`src/rtl/portin_pkg.sv`:
```
// Shared types and defaults for the 1-bit port-link receiver.
package portin_pkg;

  typedef enum logic [1:0] {
    SYNC  = 2'd0,
    IDLE  = 2'd1,
    RECV  = 2'd2,
    DRAIN = 2'd3
  } state_t;

  localparam int unsigned WIDTH_DEF = 32;
  localparam int unsigned CNT_W_DEF = 16;

endpackage

```
`src/rtl/portin.sv`:
```
// Serial-to-parallel receiver: rebuilds LSB-first WIDTH-bit words from the
// frame_n/valid_n/din link and strobes them into the ingress FIFO.
module portin
  import portin_pkg::*;
#(
  parameter int unsigned WIDTH = WIDTH_DEF,
  parameter int unsigned CNT_W = CNT_W_DEF
) (
  input  logic             clock,
  input  logic             reset,
  input  logic             frame_n,
  input  logic             valid_n,
  input  logic             din,
  input  logic             full,
  output logic [WIDTH-1:0] payload,
  output logic             push,
  output logic             err_short,
  output logic             err_long,
  output logic             drop,
  output logic [CNT_W-1:0] frames_ok
);

  localparam int unsigned CW = $clog2(WIDTH + 1);
  localparam logic [CW-1:0] CNT_FULL = CW'(WIDTH);

  state_t           state_q, state_d;
  logic [CW-1:0]    cnt_q, cnt_d;
  logic [WIDTH-1:0] shift_q, shift_d;
  logic [WIDTH-1:0] payload_q, payload_d;
  logic             push_q, push_d;
  logic             err_short_q, err_short_d;
  logic             err_long_q, err_long_d;
  logic             drop_q, drop_d;
  logic [CNT_W-1:0] frames_ok_q, frames_ok_d;

  // push is a write strobe with no ready: the FIFO reports full, and a good
  // frame ending while full is discarded (drop) instead of stalling the link.
  always_comb begin
    state_d     = state_q;
    cnt_d       = cnt_q;
    shift_d     = shift_q;
    payload_d   = payload_q;
    frames_ok_d = frames_ok_q;
    push_d      = 1'b0;
    err_short_d = 1'b0;
    err_long_d  = 1'b0;
    drop_d      = 1'b0;
    unique case (state_q)
      SYNC: begin
        if (frame_n) state_d = IDLE;
      end
      IDLE: begin
        if (!frame_n) begin
          state_d = RECV;
          shift_d = '0;
          cnt_d   = '0;
          if (!valid_n) begin
            shift_d = WIDTH'(din);
            cnt_d   = CW'(1);
          end
        end
      end
      RECV: begin
        if (frame_n) begin
          state_d = IDLE;
          cnt_d   = '0;
          if (cnt_q == CNT_FULL) begin
            if (full) begin
              drop_d = 1'b1;
            end else begin
              push_d      = 1'b1;
              payload_d   = shift_q;
              frames_ok_d = frames_ok_q + 1'b1;
            end
          end else begin
            err_short_d = 1'b1;
          end
        end else if (!valid_n) begin
          if (cnt_q == CNT_FULL) begin
            err_long_d = 1'b1;
            state_d    = DRAIN;
            cnt_d      = '0;
          end else begin
            // shift is cleared at frame start, so OR-ing places the bit at cnt
            shift_d = shift_q | (WIDTH'(din) << cnt_q);
            cnt_d   = cnt_q + 1'b1;
          end
        end
      end
      DRAIN: begin
        if (frame_n) begin
          state_d = IDLE;
          cnt_d   = '0;
        end
      end
      default: state_d = SYNC;
    endcase
  end

  always_ff @(posedge clock) begin
    if (reset) begin
      state_q     <= SYNC;
      cnt_q       <= '0;
      shift_q     <= '0;
      payload_q   <= '0;
      push_q      <= 1'b0;
      err_short_q <= 1'b0;
      err_long_q  <= 1'b0;
      drop_q      <= 1'b0;
      frames_ok_q <= '0;
    end else begin
      state_q     <= state_d;
      cnt_q       <= cnt_d;
      shift_q     <= shift_d;
      payload_q   <= payload_d;
      push_q      <= push_d;
      err_short_q <= err_short_d;
      err_long_q  <= err_long_d;
      drop_q      <= drop_d;
      frames_ok_q <= frames_ok_d;
    end
  end

  assign payload   = payload_q;
  assign push      = push_q;
  assign err_short = err_short_q;
  assign err_long  = err_long_q;
  assign drop      = drop_q;
  assign frames_ok = frames_ok_q;

endmodule

```
`config.mk`:
```
export PLATFORM = sky130hd
export DESIGN_NAME = portin
export DESIGN_NICKNAME = d
export VERILOG_FILES = /design/src/rtl/portin_pkg.sv /design/src/rtl/portin.sv
export SDC_FILE = /design/constraint.sdc
export NUM_CORES = 1
export LEC_CHECK = 0
export ABC_AREA = 1
export BUFFER_PORTS_ARGS = -buffer_cell sky130_fd_sc_hd__buf_2
export CAP_MARGIN = 25
export CELL_PAD_IN_SITES_DETAIL_PLACEMENT = 0
export CELL_PAD_IN_SITES_GLOBAL_PLACEMENT = 2
export CORE_ASPECT_RATIO = 1.75
export CORE_MARGIN = 2
export CORE_UTILIZATION = 34
export CTS_CLUSTER_SIZE = 8
export DETAILED_ROUTE_END_ITERATION = 8
export PLACE_DENSITY_LB_ADDON = 0.3
export SLEW_MARGIN = 10
export SYNTH_ARGS = -nofsm -noshare
export SYNTH_HDL_FRONTEND = slang
export SYNTH_SLANG_ARGS = --single-unit
```
`constraint.sdc`:
```
create_clock -name clock -period 3.6 [get_ports clock]
set_clock_uncertainty 0.1 [all_clocks]
set_input_delay 0.18 -clock clock [delete_from_list [all_inputs] [get_ports clock]]
set_output_delay 0.18 -clock clock [all_outputs]
set_load 0.02 [all_outputs]
```
After elaboration in Yosys (flattened, before gate mapping)
Cells that the tools add are included.

Flip-flop bits (word level): 92. Bits of input ports: 6. Word-level logic and storage cells: 63. Output and inout bits: 52.

Bitwise logic cells: 5. Muxes and demuxes: 23. Equality and inequality tests: 12. Shift-type cells: 1. Reduce and logical (&&, ||, !) cells: 11. Add/sub/neg operators: 2.

Operators with widths (number): $mux 32 (4); $pmux 32 s2 (1); $or 32x32->32 (1); $shl 1x6->32 (1); $mux 6 (5); $pmux 6 s3 (1); $add 16x1->16 const B (1); $reduce_and 4->1 (3); $mux 2 (5); $ne 2x2->1 const B (5); $reduce_or 4->1 (2); $add 6x1->6 const B (1); $eq 6x6->1 const B (1); $mux 1 (6); $ne 3x3->1 const B (2); $pmux 2 s3 (1); $reduce_and 5->1 (1); $eq 2x2->1 const B (2); $not 1->1 (4); $reduce_bool 3->1 (1); $reduce_or 3->1 (1); $eq 2x1->1 const B (1); $logic_not 2->1 (1); $ne 2x1->1 const B (1); 2 further kinds (2).

Longest topological paths before layout
Gate-level depths: netlist of the first run.

Depth in word-level cells: 6. Gate-level depth with buffers: 10.

Worst setup path before layout of the first run
OpenSTA, ideal clock, no wires.

Kind: reg2reg. Start point: reg state_q[0]. End point: reg payload_q[6], in the netlist payload[6]. Arrival: 1419 ps. Path slack: 1966 ps. Buffers on the path: 2. Period minus slack after synthesis: 1634 ps. Data required time: 3384 ps. Stages on the path, launching flop included: 10. Cell sequence: dfxtp_1 inv_1 ha_1 nand4_2 inv_2 nand3_2 buf_6 buf_6 o21ai_0 nor2_1.

Cells in the longest elaborated chain, start to end: 2.

RTL lines: from (decl) (RTL line portin.sv:26) `state_t state_q, state_d;`; from (signal assigned) (RTL line portin.sv:112) `state_q <= state_d;`; $eq 2x2->1 (RTL line portin.sv:48) `unique case (state_q)`; $reduce_and 4->1 (no line); to (signal assigned) (RTL line portin.sv:115) `payload_q <= payload_d;`; to (decl) (RTL line portin.sv:29) `logic [WIDTH-1:0] payload_q, payload_d;`.

Every way passes these cells. A chain may end at the register's enable or synchronous reset.

Final worst setup path of the first run
Start point: reg state_q[0]. End point: reg frames_ok_q[5], in the netlist frames_ok[5].

Cells in the longest elaborated chain, start to end: 2.

RTL lines: $eq 2x2->1 (RTL line portin.sv:48); $reduce_and 4->1 (no line); to (signal assigned) (RTL line portin.sv:120) `frames_ok_q <= frames_ok_d;`; to (decl) (RTL line portin.sv:34) `logic [CNT_W-1:0] frames_ok_q, frames_ok_d;`.

Every way passes these cells.

==> impl_metrics.env, run 1 <==
export IMPL_gr_total_overflow=0
export IMPL_antenna_left=0
export IMPL_slew_headroom_pct=47.3
export IMPL_die_height_microns=146
export IMPL_firstDrtPassIters=5
export IMPL_cp_end_kind="register"
export IMPL_nNetsFinal=605
export IMPL_cp_required_ns=3.76
export IMPL_rows=52
export IMPL_n_antenna_cell=0
export IMPL_grt_pass1_vias=3524
export IMPL_drive_above_1_share_pct=16.1
export IMPL_ir_worst_vdd_v=0.000308
export IMPL_crit_path_max_fanout=33
export IMPL_clock_path_buffers=2
export IMPL_tns_ns=0
export IMPL_final_util_pct=40.4
export IMPL_synth_edff_count=0
export IMPL_cp_arrival_ns=2.45
export IMPL_rsz0062_at_grt="false"
export IMPL_total_power_mw=2.36
export IMPL_hold_viol=0
export IMPL_synth_nets=554
export IMPL_critical_path_max_stage_delay_ns=0.65
export IMPL_reg2reg_from="state_q[0]"
export IMPL_hold_class="in2reg"
export IMPL_via_per_inst=4.84
export IMPL_cts_setup_buffers=0
export IMPL_grt_pass1_wl_microns=17400
export IMPL_clkTransAtPathRegs_ns=0.07
export IMPL_drt_iter0_drc=180
export IMPL_post_route_period_util_pct=63.6
export IMPL_dp_slack_ns=1.05
export IMPL_vias=3541
export IMPL_grt_usage_pct=17.7
export IMPL_yosysWarnings=0
export IMPL_final_cell_mix="145 x nor2_1, 92 x dfxtp_1, 89 x nand2_1, 57 x buf_2, 45 x a21oi_1"
export IMPL_cts_resized_gates=0
export IMPL_whs_path_depth=4
export IMPL_maxCapViolations=0
export IMPL_netlist_cell_type_count=30
export IMPL_yosysSeqAreaShare_pct=46.7
export IMPL_io_pins=58
export IMPL_port_buffers=57
export IMPL_final_common_cell="nor2_1"
export IMPL_drc=0
export IMPL_grt_max_degree=47
export IMPL_routabilityCongestion=0.854
export IMPL_fin_area_sq_mm=0.00463
export IMPL_rrSetupSlack_ns=1.31
export IMPL_htreeDepth=3
export IMPL_dieArea_sq_mm=0.0125
export IMPL_final_cells=731
export IMPL_cp_slowest_cell="nor3_4"
export IMPL_slew_violations=0
export IMPL_cts_made_buffers=9
export IMPL_worst_slew_pin_slew_ns=0.788
export IMPL_timing_final_ws_setup_ns=1.31
export IMPL_synth_flop_cell="dfxtp_1"
export IMPL_root_buffer="clkbuf_16"
export IMPL_cellLeakagePower_nw=1.96
export IMPL_netlist_area_sq_mm=0.00394
export IMPL_place_hpwl_microns=7540
export IMPL_setup_viol=0
export IMPL_worstSetupPathType="reg2reg"
export IMPL_placed_cells=713
export IMPL_coreArea_sq_mm=0.0115
export IMPL_syn2layout_area_growth_pct=17.5
export IMPL_hold_start="valid_n"
export IMPL_ys_ff_latch=92
export IMPL_status="finished, final reports clean"
export IMPL_cts_tree="yes"
export IMPL_netlist_instances=541
export IMPL_wl_microns=10400
export IMPL_worstSetupStartpointType="register"
export IMPL_worst_hold_slack_ns=0.0845
export IMPL_cts_sinks=92
export IMPL_holdPathEnd="err_long"
export IMPL_start_util_pct=34.4
export IMPL_die_x_microns=85.4
export IMPL_wl_per_cell_microns=14.2
export IMPL_postSynthAreaPerCell_sq_um=7.28
export IMPL_crit_chain="inv_1 > ha_1 > nand4_2 > nor3_4 > buf_12 > nand2_1 > a21oi_1"
export IMPL_dpl_cell_area_sq_mm=0.00429
export IMPL_r2r_cells=7
export IMPL_antenna_found_initial=0
export IMPL_layout_min_cycle_time_ns=2.29
export IMPL_p_per_area_mw_per_mm2=510
export IMPL_achievable_frequency_mhz=437
export IMPL_clk_latency_ns=0.33
export IMPL_reg2reg_to="frames_ok[5]"
export IMPL_synthArstFlopShare_pct=0
-- Yosys cell counts, types with 2 or more instances --
library cell,number,area [sq um]
buf_6,6,67.6
nor4_1,3,18.8
nand4_1,10,62.6
nand3_1,19,95.1
inv_2,4,15.0
ha_1,7,87.6
xnor2_1,2,17.5
nand2_1,89,334
a21oi_1,45,225
clkbuf_1,9,33.8
xor2_1,5,43.8
nor3_1,3,15.0
nor3b_1,2,15.0
nor2_1,145,544
inv_1,35,131
dfxtp_1,92,1840
nand3_2,3,30.0
a21oi_2,6,52.6
nor2_4,2,22.5
o21ai_0,37,185
o21ai_1,3,15.0
buf_2,6,30.0
-- what timing repair did --
item,in CTS,in global routing
hold endpoints to repair,1,0
hold buffers,1,0
endpoints found under the setup margin,0,0
-- how the worst max path moves through the flow --
stage                     from            to  slack (ns)  cells after the start
floorplan           state_q[0]    payload[6]        1.97                      9
global placement    state_q[0]  frames_ok[9]        1.10                      8
detailed placement  state_q[0]   payload[15]        1.05                      7
CTS                 state_q[0]   payload[15]        1.02                      7
global route        state_q[0]  frames_ok[5]        1.13                      7
finish              state_q[0]  frames_ok[5]        1.31                      7
-- power by group --
part	internal [mW]	leakage [nW]	switching (mW)
clock	0.536	0.142	0.400
combinational	0.0995	1.08	0.265
sequential	1.04	0.741	0.0212
total	1.68	1.96	0.686
-- registers in the layout (all words and copies together), names as in the netlist --
signal	flops
payload	32
shift_q	32
frames_ok	16
cnt_q	6
state_q	2
drop	1
err_long	1
err_short	1
push	1
-- critical path: cells and delay by family (launching register included) --
kind                     cells  cell delay, ns
AND/OR/NAND/NOR              3            0.95
AO/OA/AOI/OAI                1            0.14
buffers and inverters        2            0.38
flip-flops                   1            0.33
adder cells (fa/ha/maj)      1            0.30
-- logic make-up after synthesis --
| kind of cell | after synthesis | share of synthesized area [%] |
|---|---|---|
| AO/OA/AOI/OAI | 92 | 12.3 |
| XOR/XNOR | 7 | 1.56 |
| adder cells (fa/ha/maj) | 7 | 2.22 |
| buffers and inverters | 63 | 7.43 |
| flip-flops | 92 | 46.7 |
| AND/OR/NAND/NOR | 280 | 29.8 |
-- per-layer routing --
metal,routed length [microns],track usage (%),vias to the layer above,part of all wire [%]
met5,0,0,-,0
met4,175,6.11,0,1.7
met3,289,3.00,12,2.8
met2,5760,34.1,65,55
met1,4190,18.8,1628,40
li1,-,-,1836,-
-- layout make-up --
cell class | count | area, sq um
tap | 135 | 169
clock inverter | 6 | 65.1
sequential | 92 | 1840
fill | 1229 | 6820
multi-input combinational | 386 | 1810
clock buffer | 9 | 225
timing repair buffer | 63 | 365
inverter | 40 | 150
(Power assumes the default switching activity.)
==> run 2: changes to the inputs <==
--- a/config.mk
+++ b/config.mk
@@ -5,14 +5,14 @@
 export SDC_FILE = /design/constraint.sdc
 export NUM_CORES = 1
 export LEC_CHECK = 0
-export ABC_AREA = 1
+export ABC_AREA = 0
 export BUFFER_PORTS_ARGS = -buffer_cell sky130_fd_sc_hd__buf_2
 export CAP_MARGIN = 25
 export CELL_PAD_IN_SITES_DETAIL_PLACEMENT = 0
 export CELL_PAD_IN_SITES_GLOBAL_PLACEMENT = 2
 export CORE_ASPECT_RATIO = 1.75
 export CORE_MARGIN = 2
-export CORE_UTILIZATION = 34
+export CORE_UTILIZATION = 30
 export CTS_CLUSTER_SIZE = 8
 export DETAILED_ROUTE_END_ITERATION = 8
 export PLACE_DENSITY_LB_ADDON = 0.3
==> constraint.sdc (replaced) <==
create_clock -name clock -period 1.9 [get_ports clock]
set_clock_uncertainty 0.1 [all_clocks]
set_input_delay 0.095 -clock clock [delete_from_list [all_inputs] [get_ports clock]]
set_output_delay 0.095 -clock clock [all_outputs]
set_load 0.02 [all_outputs]
==> run 2 against run 1 <==
Effect of this change:
- routed wire length down 6.6%
- via count down 7.9%
- combinational power grew 120%
- clock power rose by 94%
- core utilization down 0.20 points
- largest power group unchanged
==> impl_metrics.env, run 2 <==
export IMPL_status="finished, final reports clean"
export IMPL_clk_latency_ns=0.33
export IMPL_n_antenna_cell=0
export IMPL_worstSetupPathType="reg2reg"
export IMPL_die_height_microns=150
export IMPL_rows=53
export IMPL_cp_arrival_ns=2.00
export IMPL_worst_slew_pin_slew_ns=0.456
export IMPL_wl_microns=9730
export IMPL_postSynthAreaPerCell_sq_um=8.39
export IMPL_slew_headroom_pct=69.6
export IMPL_netlist_cell_type_count=43
export IMPL_cp_end_kind="register"
export IMPL_gr_total_overflow=0
export IMPL_synth_most_common_cell="dfxtp_1"
export IMPL_nNetsFinal=537
export IMPL_synth_edff_count=0
export IMPL_num_fill_cells=1263
export IMPL_place_hpwl_microns=6860
export IMPL_yosysWarnings=0
export IMPL_final_common_cell="dfxtp_1"
export IMPL_drive_above_1_share_pct=28.2
export IMPL_dieArea_sq_mm=0.0131
export IMPL_syn2layout_area_growth_pct=31.6
export IMPL_clock_path_buffers=2
export IMPL_drt_iter0_drc=113
export IMPL_setup_viol=0
export IMPL_p_per_area_mw_per_mm2=959
export IMPL_synth_common_cells="92 x dfxtp_1, 77 x a21oi_1, 73 x nand2_1"
export IMPL_synth_flop_cell="dfxtp_1"
export IMPL_ir_worst_vdd_v=0.000507
export IMPL_netlist_area_sq_mm=0.00365
export IMPL_achievable_frequency_mhz=528
export IMPL_cp_required_ns=2.01
export IMPL_ys_ff_latch=92
export IMPL_htreeDepth=3
export IMPL_final_util_pct=40.2
export IMPL_routabilityCongestion=0.817
export IMPL_hold_viol=0
export IMPL_cts_sinks=92
export IMPL_die_x_microns=87.4
export IMPL_netlist_area_leader_share_pct=50.5
export IMPL_worstSetupStartpointType="register"
export IMPL_maxCapViolations=0
export IMPL_root_buffer="clkbuf_16"
export IMPL_hold_class="in2reg"
export IMPL_synth_nets=448
export IMPL_via_per_inst=4.90
export IMPL_cts_made_buffers=9
export IMPL_worst_hold_slack_ns=0.00912
export IMPL_start_util_pct=30.6
export IMPL_grt_pass1_vias=3289
export IMPL_port_buffers=57
export IMPL_synthArstFlopShare_pct=0
export IMPL_crit_path_max_fanout=8
export IMPL_post_route_period_util_pct=99.7
export IMPL_firstDrtPassIters=4
export IMPL_final_cell_mix="88 x dfxtp_1, 73 x nand2_1, 73 x a21oi_1, 65 x nor2_1, 57 x buf_2"
export IMPL_coreArea_sq_mm=0.0119
export IMPL_rsz0062_at_grt="true"
export IMPL_clkTransAtPathRegs_ns=0.07
export IMPL_yosys_area_top_type="dfxtp_1"
export IMPL_antenna_left=0
export IMPL_grt_usage_pct=15.5
export IMPL_yosysSeqAreaShare_pct=50.5
export IMPL_wl_per_cell_microns=14.6
export IMPL_drc=0
export IMPL_antenna_found_initial=0
export IMPL_slew_violations=0
export IMPL_grt_max_degree=40
export IMPL_cts_tree="yes"
export IMPL_cellLeakagePower_nw=1.89
export IMPL_layout_min_cycle_time_ns=1.89
export IMPL_grt_pass1_wl_microns=15900
export IMPL_io_pins=58
export IMPL_netlist_instances=435
export IMPL_yosys_top_cells_area="dfxtp_1 50%, a21oi_1 11%, nand2_1 7.5%, nor2_1 6.7%, ha_1 2.4%"
export IMPL_vias=3263
-- run 2: final cells by class --
cell class	count	area (sq um)	area share, %
tap	137	171	3.57
inverter	5	18.8	0.391
timing repair buffer	102	672	14.0
clock inverter	7	75.1	1.56
multi-input combinational	314	1790	37.3
clock buffer	9	225	4.69
sequential	92	1850	38.5
-- run 2: cell families (layout without fill, tap and decap cells) --
group | Yosys count | count (layout) | synth area share [%]
compound gates | 101 | 101 | 15.1
fa+ha+maj | 7 | 7 | 2.40
flops | 92 | 92 | 50.5
mux | 1 | 1 | 0.309
xor+xnor | 9 | 9 | 2.16
simple gates | 196 | 196 | 26.2
buf+inv | 29 | 123 | 3.40
-- run 2: report_power, final --
group	switching, mW	total, mW	internal [mW]
clock network	0.782	1.81	1.03
logic	0.443	0.792	0.349
registers	0.0276	2.00	1.97
-- run 2: final timing paths --
path | startpoint | end | slack (ns) | cells past startpoint
worst max-delay path | state_q[0] | frames_ok[9] | 0.006 | 7
worst min-delay path | din | shift_q[0] | 0.009 | 3
worst max register to register | state_q[0] | frames_ok[9] | 0.006 | 7
worst min register to register | payload[15] | payload[15] | 0.35 | 2
-- run 2: what timing repair did --
item,4_1_cts,5_1_grt
gates cloned,1,0
gates resized for setup,10,24
buffers inserted,3,2
pin swaps,4,9
hold buffers,2,0
setup endpoints to repair,35,45
endpoints found under the hold margin,2,0
-- run 2: routing by layer --
| layer | share of wire (%) | routed length (microns) | GRT usage, % | vias up |
|---|---|---|---|---|
| met4 | 3.1 | 301 | 7.54 | 0 |
| met1 | 41 | 3960 | 17.2 | 1526 |
| met3 | 2.6 | 253 | 2.43 | 18 |
| li1 | - | - | - | 1668 |
| met2 | 54 | 5210 | 27.9 | 51 |
| met5 | 0 | 0 | 0 | - |
-- run 2: per-stage QoR --
stage                     cell area, sq um  std cells  total power [mW]  worst slack, ns  TNS (ns)
after floorplan                       3680        435              2.49          -0.0822     -1.82
after global placement                4330        643              2.72          -0.0141   -0.0565
after detailed placement              4330        643              2.73          -0.0685    -0.413
after CTS                             4700        665              4.60          -0.0336   -0.0770
after global routing                  4800        666              4.84          -0.0338   -0.0951
final                                 4800        666              4.61          0.00592         0
-- run 2: worst max-delay path: stages (launching register included) --
cell	delay (ns)
dfxtp_2	0.32
inv_2	0.06
ha_4	0.13
nand3b_1	0.10
or4_4	0.54
buf_4	0.17
o31ai_2	0.25
a21oi_2	0.09
==> run 3: changes to the inputs <==
--- a/config.mk
+++ b/config.mk
@@ -11,11 +11,12 @@
 export CELL_PAD_IN_SITES_DETAIL_PLACEMENT = 0
 export CELL_PAD_IN_SITES_GLOBAL_PLACEMENT = 2
 export CORE_ASPECT_RATIO = 1.75
-export CORE_MARGIN = 2
+export CORE_MARGIN = 3
 export CORE_UTILIZATION = 30
 export CTS_CLUSTER_SIZE = 8
 export DETAILED_ROUTE_END_ITERATION = 8
 export PLACE_DENSITY_LB_ADDON = 0.3
+export RECOVER_POWER = 25
 export SLEW_MARGIN = 10
 export SYNTH_ARGS = -nofsm -noshare
 export SYNTH_HDL_FRONTEND = slang
==> constraint.sdc (replaced) <==
create_clock -name clock -period 1.74 [get_ports clock]
set_clock_uncertainty 0.1 [all_clocks]
set_input_delay 0.087 -clock clock [delete_from_list [all_inputs] [get_ports clock]]
set_output_delay 0.087 -clock clock [all_outputs]
set_load 0.02 [all_outputs]
==> run 3 against run 2 <==
Effect of this change:
- the flow now finishes with violations (negative setup slack)
- highest routed layer unchanged
- clock power up 26%
- power grew 23%
- hold slack better by 0.14 ns
- first-iteration DRC count is 13% higher
==> impl_metrics.env, run 3 (synthesis gave the netlist of run 2 again) <==
export IMPL_cts_sinks=92
export IMPL_wl_microns=11100
export IMPL_rrSetupSlack_ns=-0.17
export IMPL_antenna_found_initial=0
export IMPL_cts_tree="yes"
export IMPL_rows=52
export IMPL_clkPwrFrac_pct=40.3
export IMPL_p_seq_share_pct=38.7
export IMPL_worst_hold_slack_ns=0.154
export IMPL_worstSetupStartpointType="register"
export IMPL_antenna_left=0
export IMPL_achievable_frequency_mhz=522
export IMPL_grt_pass1_vias=3473
export IMPL_wl_per_cell_microns=15.9
export IMPL_clk_latency_ns=0.34
export IMPL_gr_total_overflow=0
export IMPL_dieArea_sq_mm=0.0136
export IMPL_pwr_share_comb_pct=21.0
export IMPL_cts_made_buffers=9
export IMPL_p_per_area_mw_per_mm2=1070
export IMPL_placed_cells=652
export IMPL_final_cells=697
export IMPL_die_height_microns=152
export IMPL_ir_worst_vdd_v=0.000543
export IMPL_cp_depth=6
export IMPL_path_buf_inv=1
export IMPL_cpLargestDelayFamily="simple AND/OR/NAND/NOR gates"
export IMPL_critical_path_max_stage_delay_ns=0.50
export IMPL_htreeDepth=3
export IMPL_final_cell_mix="87 x dfxtp_1, 72 x nand2_1, 70 x a21oi_1, 62 x nor2_1, 52 x buf_4"
export IMPL_p_sw_share_pct=26.2
export IMPL_failed_checks="negative setup slack"
export IMPL_rsz0062_at_grt="true"
export IMPL_crit_chain="inv_2 > ha_4 > nand3b_1 > or4_4 > or4_4 > a21oi_2"
export IMPL_place_hpwl_microns=7270
export IMPL_worst_slew_pin_slew_ns=0.350
export IMPL_drive_above_1_share_pct=32.2
export IMPL_clkTransAtPathRegs_ns=0.06
export IMPL_r2r_cells=6
export IMPL_cellLeakagePower_nw=2.08
export IMPL_io_pins=58
export IMPL_root_buffer="clkbuf_16"
export IMPL_cp_required_ns=1.92
export IMPL_grt_pass1_wl_microns=17100
export IMPL_slew_headroom_pct=76.6
export IMPL_final_util_pct=45.3
export IMPL_layout_min_cycle_time_ns=1.91
export IMPL_power_switching_mw=1.48
export IMPL_reg2reg_from="state_q[0]"
export IMPL_worstSetupPathType="reg2reg"
export IMPL_start_util_pct=31.2
export IMPL_via_per_inst=4.92
export IMPL_endpoint="frames_ok[9]"
export IMPL_cp_end_kind="register"
export IMPL_total_power_mw=5.66
export IMPL_drc=0
export IMPL_vias=3432
export IMPL_syn2layout_area_growth_pct=45.5
export IMPL_internal_power_mw=4.18
export IMPL_hold_viol=0
export IMPL_grt_max_degree=35
export IMPL_startpoint="state_q[0]"
export IMPL_port_buffers=57
export IMPL_status="complete, but fails checks"
export IMPL_n_antenna_cell=0
export IMPL_routabilityCongestion=0.755
export IMPL_coreArea_sq_mm=0.0117
export IMPL_post_route_period_util_pct=110
export IMPL_final_common_cell="dfxtp_1"
export IMPL_crit_path_max_fanout=5
export IMPL_clock_path_buffers=2
export IMPL_cp_slowest_cell="or4_4"
export IMPL_die_x_microns=89.4
export IMPL_hold_class="in2reg"
export IMPL_timing_final_ws_setup_ns=-0.174
export IMPL_setup_viol=78
export IMPL_cp_common_cell="or4_4"
export IMPL_drt_iter0_drc=128
export IMPL_maxCapViolations=0
export IMPL_nNetsFinal=570
export IMPL_firstDrtPassIters=4
export IMPL_cp_arrival_ns=2.09
export IMPL_grt_usage_pct=16.2
export IMPL_slew_violations=0
export IMPL_tns_ns=-5.10
export IMPL_reg2reg_to="frames_ok[9]"
-- run 3: changes by cell type in the layout (fill, tap and decap cells not counted), sizes merged --
cell         delta
buf            +14
bufinv          +2
clkbuf         +16
clkinv          -1
clkinvlp        -1
dlygate4sd3     +2
or4             +1
-- run 3: through the flow --
stage / worst slack [ns] / area, sq um
4_1_cts: -0.184 / 5180
6_report: -0.174 / 5310
3_5_place_dp: -0.225 / 4440
2_1_floorplan: -0.236 / 3740
5_1_grt: -0.234 / 5310
3_3_place_gp: -0.192 / 4440
-- run 3: what timing repair did --
action / 4_1_cts / 5_1_grt
gates cloned: 4 / 3
endpoints found under the hold margin: 4 / 0
buffers inserted: 13 / 6
resized for setup: 42 / 17
pin swaps: 20 / 8
setup endpoints to repair: 67 / 86
hold buffers: 4 / 0
-- run 3: routing by layer --
layer / GRT usage, % / share of wire, % / vias to the layer above
met5: 0 / 0 / -
met4: 6.60 / 2.8 / 0
met3: 2.82 / 2.9 / 21
met2: 29.9 / 56 / 64
met1: 17.3 / 39 / 1612
li1: - / - / 1735
-- run 3: worst reg2reg max path, cell delays in order (launching register included) --
cell and delay, ns:
dfxtp_2 0.32, inv_2 0.07, ha_4 0.13, nand3b_1 0.18
or4_4 0.50, or4_4 0.43, a21oi_2 0.12
-- run 3: worst min path at each step --
| stage | start | endpoint | slack (ns) | cells after the start |
|---|---|---|---|---|
| 2_1_floorplan | valid_n | err_long | 0.06 | 1 |
| 3_3_place_gp | full | drop | 0.26 | 2 |
| 3_5_place_dp | full | drop | 0.27 | 2 |
| 4_1_cts | frame_n | err_short | 0.13 | 4 |
| 5_1_grt | frame_n | err_short | 0.17 | 4 |
| 6_report | frame_n | err_short | 0.15 | 4 |
-- run 3: area by class of cell --
class / count / area, sq um
clock buffer: 9 / 225
clock inverter: 7 / 123
fill: 1208 / 6400
inverter: 5 / 21.3
multi-input combinational: 315 / 1900
sequential: 92 / 1850
tap: 135 / 169
timing repair buffer: 134 / 1020
-- run 3: power groups by stage --
| stage | logic, mW | clock network (mW) | registers [mW] |
|---|---|---|---|
| after floorplan | 0.564 | 0 | 2.23 |
| after global placement | 0.846 | 0 | 2.22 |
| after detailed placement | 0.864 | 0 | 2.22 |
| after CTS | 1.10 | 2.35 | 2.19 |
| after global routing | 1.28 | 2.43 | 2.20 |
| final | 1.19 | 2.28 | 2.19 |
